$ cat config.mk
export PLATFORM = sky130hd
export DESIGN_NAME = icache_dm
export DESIGN_NICKNAME = d
export VERILOG_FILES = /design/src/rtl/icache_dm.sv
export SDC_FILE = /design/constraint.sdc
export NUM_CORES = 1
export LEC_CHECK = 0
export ABC_AREA = 1
export BUFFER_PORTS_ARGS = -buffer_cell sky130_fd_sc_hd__buf_4
export CORE_MARGIN = 2
export CORE_UTILIZATION = 30
export DETAILED_ROUTE_END_ITERATION = 6
export PLACE_DENSITY = 0.48
export RECOVER_POWER = 50
export SLEW_MARGIN = 30
export SYNTH_ARGS = -nofsm -noshare
export SYNTH_HDL_FRONTEND = slang
export SYNTH_SLANG_ARGS = --single-unit
$ cat constraint.sdc
create_clock -name CLK -period 6.2 [get_ports CLK]
set_clock_uncertainty 0.15 [all_clocks]
set_input_delay 0.62 -clock CLK [delete_from_list [all_inputs] [get_ports CLK]]
set_output_delay 0.62 -clock CLK [all_outputs]
set_load 0.1 [all_outputs]
$ cat src/rtl/icache_dm.sv
// ---------------------------------------------------------------------------
// icache_dm -- direct-mapped, one-word-per-frame instruction cache.
//
// Hits return data combinationally in the same cycle as the request. A miss
// latches the fetch address and then holds a memory read until the memory
// drops iwait. The returned word is written into the frame, and the cache
// goes back to IDLE. The datapath then sees a hit on its next fetch.
//
// Optional feature macro: ICACHE_HITCNT_EN
//   When this macro is defined, the block adds the hit_count and miss_count
//   output ports and the counters that drive them.
// ---------------------------------------------------------------------------
module icache_dm #(
    parameter int SETS  = 16,
    parameter int IDX_W = $clog2(SETS)
) (
    input  logic        CLK,
    input  logic        nRST,
    input  logic        imemREN,
    input  logic [31:0] imemaddr,
    output logic        ihit,
    output logic [31:0] imemload,
    output logic        iREN,
    output logic [31:0] iaddr,
    input  logic        iwait,
    input  logic [31:0] iload
`ifdef ICACHE_HITCNT_EN
    ,
    output logic [31:0] hit_count,
    output logic [31:0] miss_count
`endif
);

    localparam int TAG_W = 30 - IDX_W;

    typedef enum logic [0:0] {
        IDLE = 1'b0,
        MISS = 1'b1
    } state_t;

    state_t             state_r;
    state_t             next_state_s;

    logic [SETS-1:0]    valid_r;
    logic [TAG_W-1:0]   tag_r  [SETS];
    logic [31:0]        data_r [SETS];
    logic [31:0]        miss_addr_r;

    logic [IDX_W-1:0]   idx_s;
    logic [TAG_W-1:0]   tag_s;
    logic [IDX_W-1:0]   miss_idx_s;
    logic [TAG_W-1:0]   miss_tag_s;
    logic               hit_s;
    logic               latch_miss_s;
    logic               fill_s;

    // Split the fetch address and the held miss address into index and tag fields.
    always_comb begin
        idx_s      = imemaddr[IDX_W+1:2];
        tag_s      = imemaddr[31:IDX_W+2];
        miss_idx_s = miss_addr_r[IDX_W+1:2];
        miss_tag_s = miss_addr_r[31:IDX_W+2];
    end

    // Compute the next state and the hit, miss-latch and fill strobes.
    always_comb begin
        next_state_s = state_r;
        hit_s        = 1'b0;
        latch_miss_s = 1'b0;
        fill_s       = 1'b0;
        case (state_r)
            IDLE: begin
                if (imemREN && valid_r[idx_s] && (tag_r[idx_s] == tag_s)) begin
                    hit_s        = 1'b1;
                    next_state_s = IDLE;
                end else if (imemREN) begin
                    latch_miss_s = 1'b1;
                    next_state_s = MISS;
                end else begin
                    next_state_s = IDLE;
                end
            end
            MISS: begin
                if (!iwait) begin
                    fill_s       = 1'b1;
                    next_state_s = IDLE;
                end else begin
                    next_state_s = MISS;
                end
            end
            default: begin
                next_state_s = IDLE;
            end
        endcase
    end

    // Drive the datapath and memory-side outputs; iaddr is zero unless a read is active.
    always_comb begin
        ihit     = hit_s;
        imemload = data_r[idx_s];
        iREN     = (state_r == MISS);
        if (state_r == MISS) begin
            iaddr = miss_addr_r;
        end else begin
            iaddr = 32'h0000_0000;
        end
    end

    // State register. A reset during MISS drops the fill immediately.
    always_ff @(posedge CLK or negedge nRST) begin
        if (!nRST) begin
            state_r <= IDLE;
        end else begin
            state_r <= next_state_s;
        end
    end

    // Capture the missing fetch address. It stays fixed while the fill is outstanding.
    always_ff @(posedge CLK or negedge nRST) begin
        if (!nRST) begin
            miss_addr_r <= 32'h0000_0000;
        end else if (latch_miss_s) begin
            miss_addr_r <= imemaddr;
        end else begin
            miss_addr_r <= miss_addr_r;
        end
    end

    // Valid bits. Reset clears them all, and a completed fill sets the filled frame.
    always_ff @(posedge CLK or negedge nRST) begin
        if (!nRST) begin
            valid_r <= {SETS{1'b0}};
        end else if (fill_s) begin
            valid_r[miss_idx_s] <= 1'b1;
        end else begin
            valid_r <= valid_r;
        end
    end

    // Tag and data arrays. A fill overwrites the frame; there is no reset because the valid bit qualifies the contents.
    always_ff @(posedge CLK) begin
        if (fill_s) begin
            tag_r[miss_idx_s]  <= miss_tag_s;
            data_r[miss_idx_s] <= iload;
        end
    end

`ifdef ICACHE_HITCNT_EN
    logic [31:0] hit_count_r;
    logic [31:0] miss_count_r;

    // Performance counters: count IDLE hits and IDLE-to-MISS transitions. Both wrap naturally.
    always_ff @(posedge CLK or negedge nRST) begin
        if (!nRST) begin
            hit_count_r  <= 32'h0000_0000;
            miss_count_r <= 32'h0000_0000;
        end else begin
            if (hit_s) begin
                hit_count_r <= hit_count_r + 32'h0000_0001;
            end else begin
                hit_count_r <= hit_count_r;
            end
            if (latch_miss_s) begin
                miss_count_r <= miss_count_r + 32'h0000_0001;
            end else begin
                miss_count_r <= miss_count_r;
            end
        end
    end

    // Expose the counter registers on the output ports.
    always_comb begin
        hit_count  = hit_count_r;
        miss_count = miss_count_r;
    end
`endif

endmodule

Yosys cells after proc, flatten, opt, wreduce, memory -nomap -nowiden
Memory sizes are Yosys's and may differ from the RTL's.
Cells that the tools add are included.

operators by class
  bitwise logic cells = 2
  multiplexer cells = 16
  reduce and logical (&&, ||, !) cells = 3
  order comparisons = 3
  eq/ne operators = 1

operators with widths
  cell                                                                                  count
  32-bit two-way mux                                                                    1
  26-bit equality test                                                                  1
  16-bit bitwise OR                                                                     1
  1-bit two-way mux                                                                     12
  4-bit by 5-bit < comparator with 1-bit output (second input constant)                 2
  1-bit binary-select mux with 4-bit select                                             1
  1-bit demux with 4-bit select                                                         1
  4-bit by 1-bit greater-or-equal comparator with 1-bit output (second input constant)  1
  1-bit logical AND                                                                     3
  1-bit case mux with 2 select lines                                                    1
  1-bit NOT                                                                             1

word-level totals
  register bits after elaboration = 49
  bits in writable memories = 928
  output and inout port bits = 66
  memories kept = 2

memory list
  name    words  width  read ports  clocked after memory_dff  write ports  line  text
  data_r  16     32     1           0                         1            46    logic [31:0] data_r [SETS];
  tag_r   16     26     1           0                         1            45    logic [TAG_W-1:0] tag_r [SETS];

Logic depth before layout (Yosys ltp)
  depth in word-level cells = 6
  depth in mapped cells = 21
  gate-level depth less buffers = 18

Worst setup path after synthesis
No wires, ideal clock.

  kind = register to register
  start = register state_r (netlist: iREN)
  end = memory data_r[13][0] (enable)
  setup slack = 836 ps
  clock period less this slack = 5,364 ps
  required time = 5,576 ps
  stages on the path, launching flop included = 6
  data arrival time = 4,740 ps
  path buffers = 1
  cells stage by stage = dfrtp_1 -> clkbuf_1 -> nand2_1 -> inv_1 -> nand3_1 -> nor2_1

on the way
  word-level cells in the longest chain between the ends = 3

RTL lines
  what                                     line  text
  start: declaration                       41    state_t state_r;
  start signal: assignment                 114   state_r <= next_state_s;
  1-bit two-way mux                        71    case (state_r)
  1-bit two-way mux                        142   if (fill_s) begin
  1-bit two-way mux (not written as such)  144   data_r[miss_idx_s] <= iload;
  end: declaration                         46

No other way between the ends.

Worst setup path after layout
  start = register state_r (netlist: iREN)
  end = memory tag_r[0][19] in the netlist's numbering (enable)

on the way
  word-level cells in the longest chain between the ends = 3

RTL lines
  what                                     line  text
  1-bit two-way mux                        71
  1-bit two-way mux                        142
  1-bit two-way mux (not written as such)  143   tag_r[miss_idx_s] <= miss_tag_s;
  end: declaration                         45

No other way between the ends.

==> impl_metrics.tcl <==
set metrics [dict create \
    vias 25900 \
    wl_um 120000 \
    peakVddDrop_v 0.000235 \
    die_h_um 368 \
    track_usage_pct 17.4 \
    clk_pin_slew_ps 60 \
    synthFlopType "edfxtp_1" \
    setup_tns_ps 0 \
    place_ws_ps 1660 \
    antenna_found_initial 3 \
    rsz0062_at_grt "false" \
    finalSetupViolations 0 \
    die-area_um2 135000 \
    clock-sinks 977 \
    crit_path_start_kind "register" \
    layout-drive-gt1-share_pct 9.44 \
    synth_warnings 0 \
    relSlewSlack_pct -148 \
    synth_nets 3380 \
    synth_async_sr_flop_share_pct 5.02 \
    ios 134 \
    synthDistinctLibCells 27 \
    synth_cells 3312 \
    fmax_ghz 0.206 \
    clockBufferDepth 3 \
    finalHoldViolations 0 \
    power_per_cell_area_nw_per_um2 336 \
    rows 133 \
    drv_slew 122 \
    period_minus_slack_ps 4840 \
    worst_slack_ps 1360 \
    cp_max_fo 36 \
    drv_cap 4 \
    grt_first_pass_wirelength_um 174000 \
    max_slew.worst_pin.slew_ps 3720 \
    nets 3486 \
    status "finished, violations left" \
    cts_buffers 105 \
    synth_commonest_cells "edfxtp_1, nand2_1, nor2_1" \
    placedCellCount 5046 \
    hold_class "in2reg" \
    cts_tree "yes" \
    io_buffer_count 133 \
    leakage_nw 16.6 \
    synthTopCellsByArea "edfxtp_1, nand2_1, o21ai_0" \
    clk_latency_ps 720 \
    crit_type "reg2reg" \
    final_antenna_net_count 0 \
    synth-edff-count 928 \
    cts-resized-gates 0 \
    floorplan.initialDensity_pct 30.2 \
    whs_ps 52.4 \
    violations "capacitance limit, slew limit" \
    worst_ep_required_time_ps 6320 \
    ys_ff_latch 977 \
    drt_drc_violations_left 0 \
    avgSynthCellArea_um2 12.0 \
    grt_pass1_vias 25100 \
    vias_per_cell 4.92 \
    die_x_um 368 \
    final_cells 5262 \
    core_um2 131000 \
    grt_max_degree 188 \
    syn_area_um2 39700 \
    overflow 0 \
    cp.arrival_ps 4970 \
    dr.pass1.iters 6 \
    synth.most_common_cell "edfxtp_1" \
    cts_max_level 3 \
    synth.largest_area_cell "edfxtp_1" \
    initialDrtViolationCount 2423 \
    hpwl_um 61700 \
    wl_per_cell_um 22.8 \
    ctsRootBufferMaster "clkbuf_16" \
    place_congestion 0.795 \
    seq_area_frac_synth_pct 73.2 \
    fin_crit_sh_pct 78.1 \
    yosys.area.top_type_share_pct 70.2 \
    end_kind "register" \
    syn2layout_area_growth_pct 15.9 \
]
## registers in the layout, indices dropped and copies added, names as in the netlist
name / flops
miss_addr_r: 32
data_r: 512
tag_r: 416
iREN: 1
valid_r: 16
## cells by family after synthesis
family                 after synthesis  share of synthesized area [%]
DFF                                977                           73.2
buffers and inverters              425                           4.47
and+or+nand+nor                   1377                           14.2
AOI/OAI and AO/OA                  533                           8.10
## stage by stage
stage          util, %  total power [mW]  cell area (um2)
3_3_place_gp      32.4              9.50            42600
5_1_grt           35.0              16.0            46000
4_1_cts           35.1              15.6            46200
2_1_floorplan        -              8.87            39700
6_report          35.0              15.5            46000
3_5_place_dp      32.5              9.51            42700
## routing by layer
metal  routed length [um]  global-route usage, %  vias to the layer above
met5                   27                      0                        -
li1                     -                      -                    12000
met3                 7190                   3.07                      149
met1                55900                   25.1                    13000
met2                54400                   27.1                      758
met4                 2250                   4.22                        4
## power by group
part           internal, mW  switching [mW]
sequential             7.57           0.243
combinational         0.341            1.19
clock                  3.47            2.64
## worst max-delay path, cell delays in order, from the launching register on
cell and delay, ps:
dfrtp_1 1620, inv_1 180, nor2_1 200, nand3_1 260
nor2_1 280, clkbuf_1 1690
## path summary, 6_finish.rpt
path                       slack (ps)               to          from  cells after the start
setup / recovery                 1360     tag_r[0][19]          iREN                      5
setup reg to reg                 1360     tag_r[0][19]          iREN                      5
hold reg to reg                   310      valid_r[11]   valid_r[11]                      2
hold / removal                     50  miss_addr_r[11]  imemaddr[11]                      3
max in group asynchronous        2160   miss_addr_r[4]          nRST                      2
min in group asynchronous        1580  miss_addr_r[13]          nRST                      2
## timing repair
action | in CTS | in global routing
endpoints found under the setup margin | 0 | 0
hold buffers | 19 | 0
endpoints found under the hold margin | 67 | 0
setup buffers | 0 | 0
## placed cells by master, fill, tap and decap left out, types with 14 or more instances in the layout
cell type	count
a21oi_1	16
buf_4	139
clkbuf_1	67
clkbuf_16	105
clkinv_1	15
clkinv_2	15
dfrtp_1	49
dlygate4sd3_1	19
edfxtp_1	928
inv_1	213
nand2_1	630
nand3_1	315
nor2_1	392
nor2_4	14
o211ai_1	47
o21ai_0	334
o221ai_1	107
o22ai_1	21
## layout make-up
type                       count  area [um2]
timing repair buffer         207        1650
antenna                        2        5.00
fill                       13000       85400
clock buffer                 146        2860
sequential                   977       29100
inverter                     217         837
clock inverter                48         440
tap                         1755        2200
multi-input combinational   1910        8960
No activity file was read; power rests on OpenSTA's default activity.
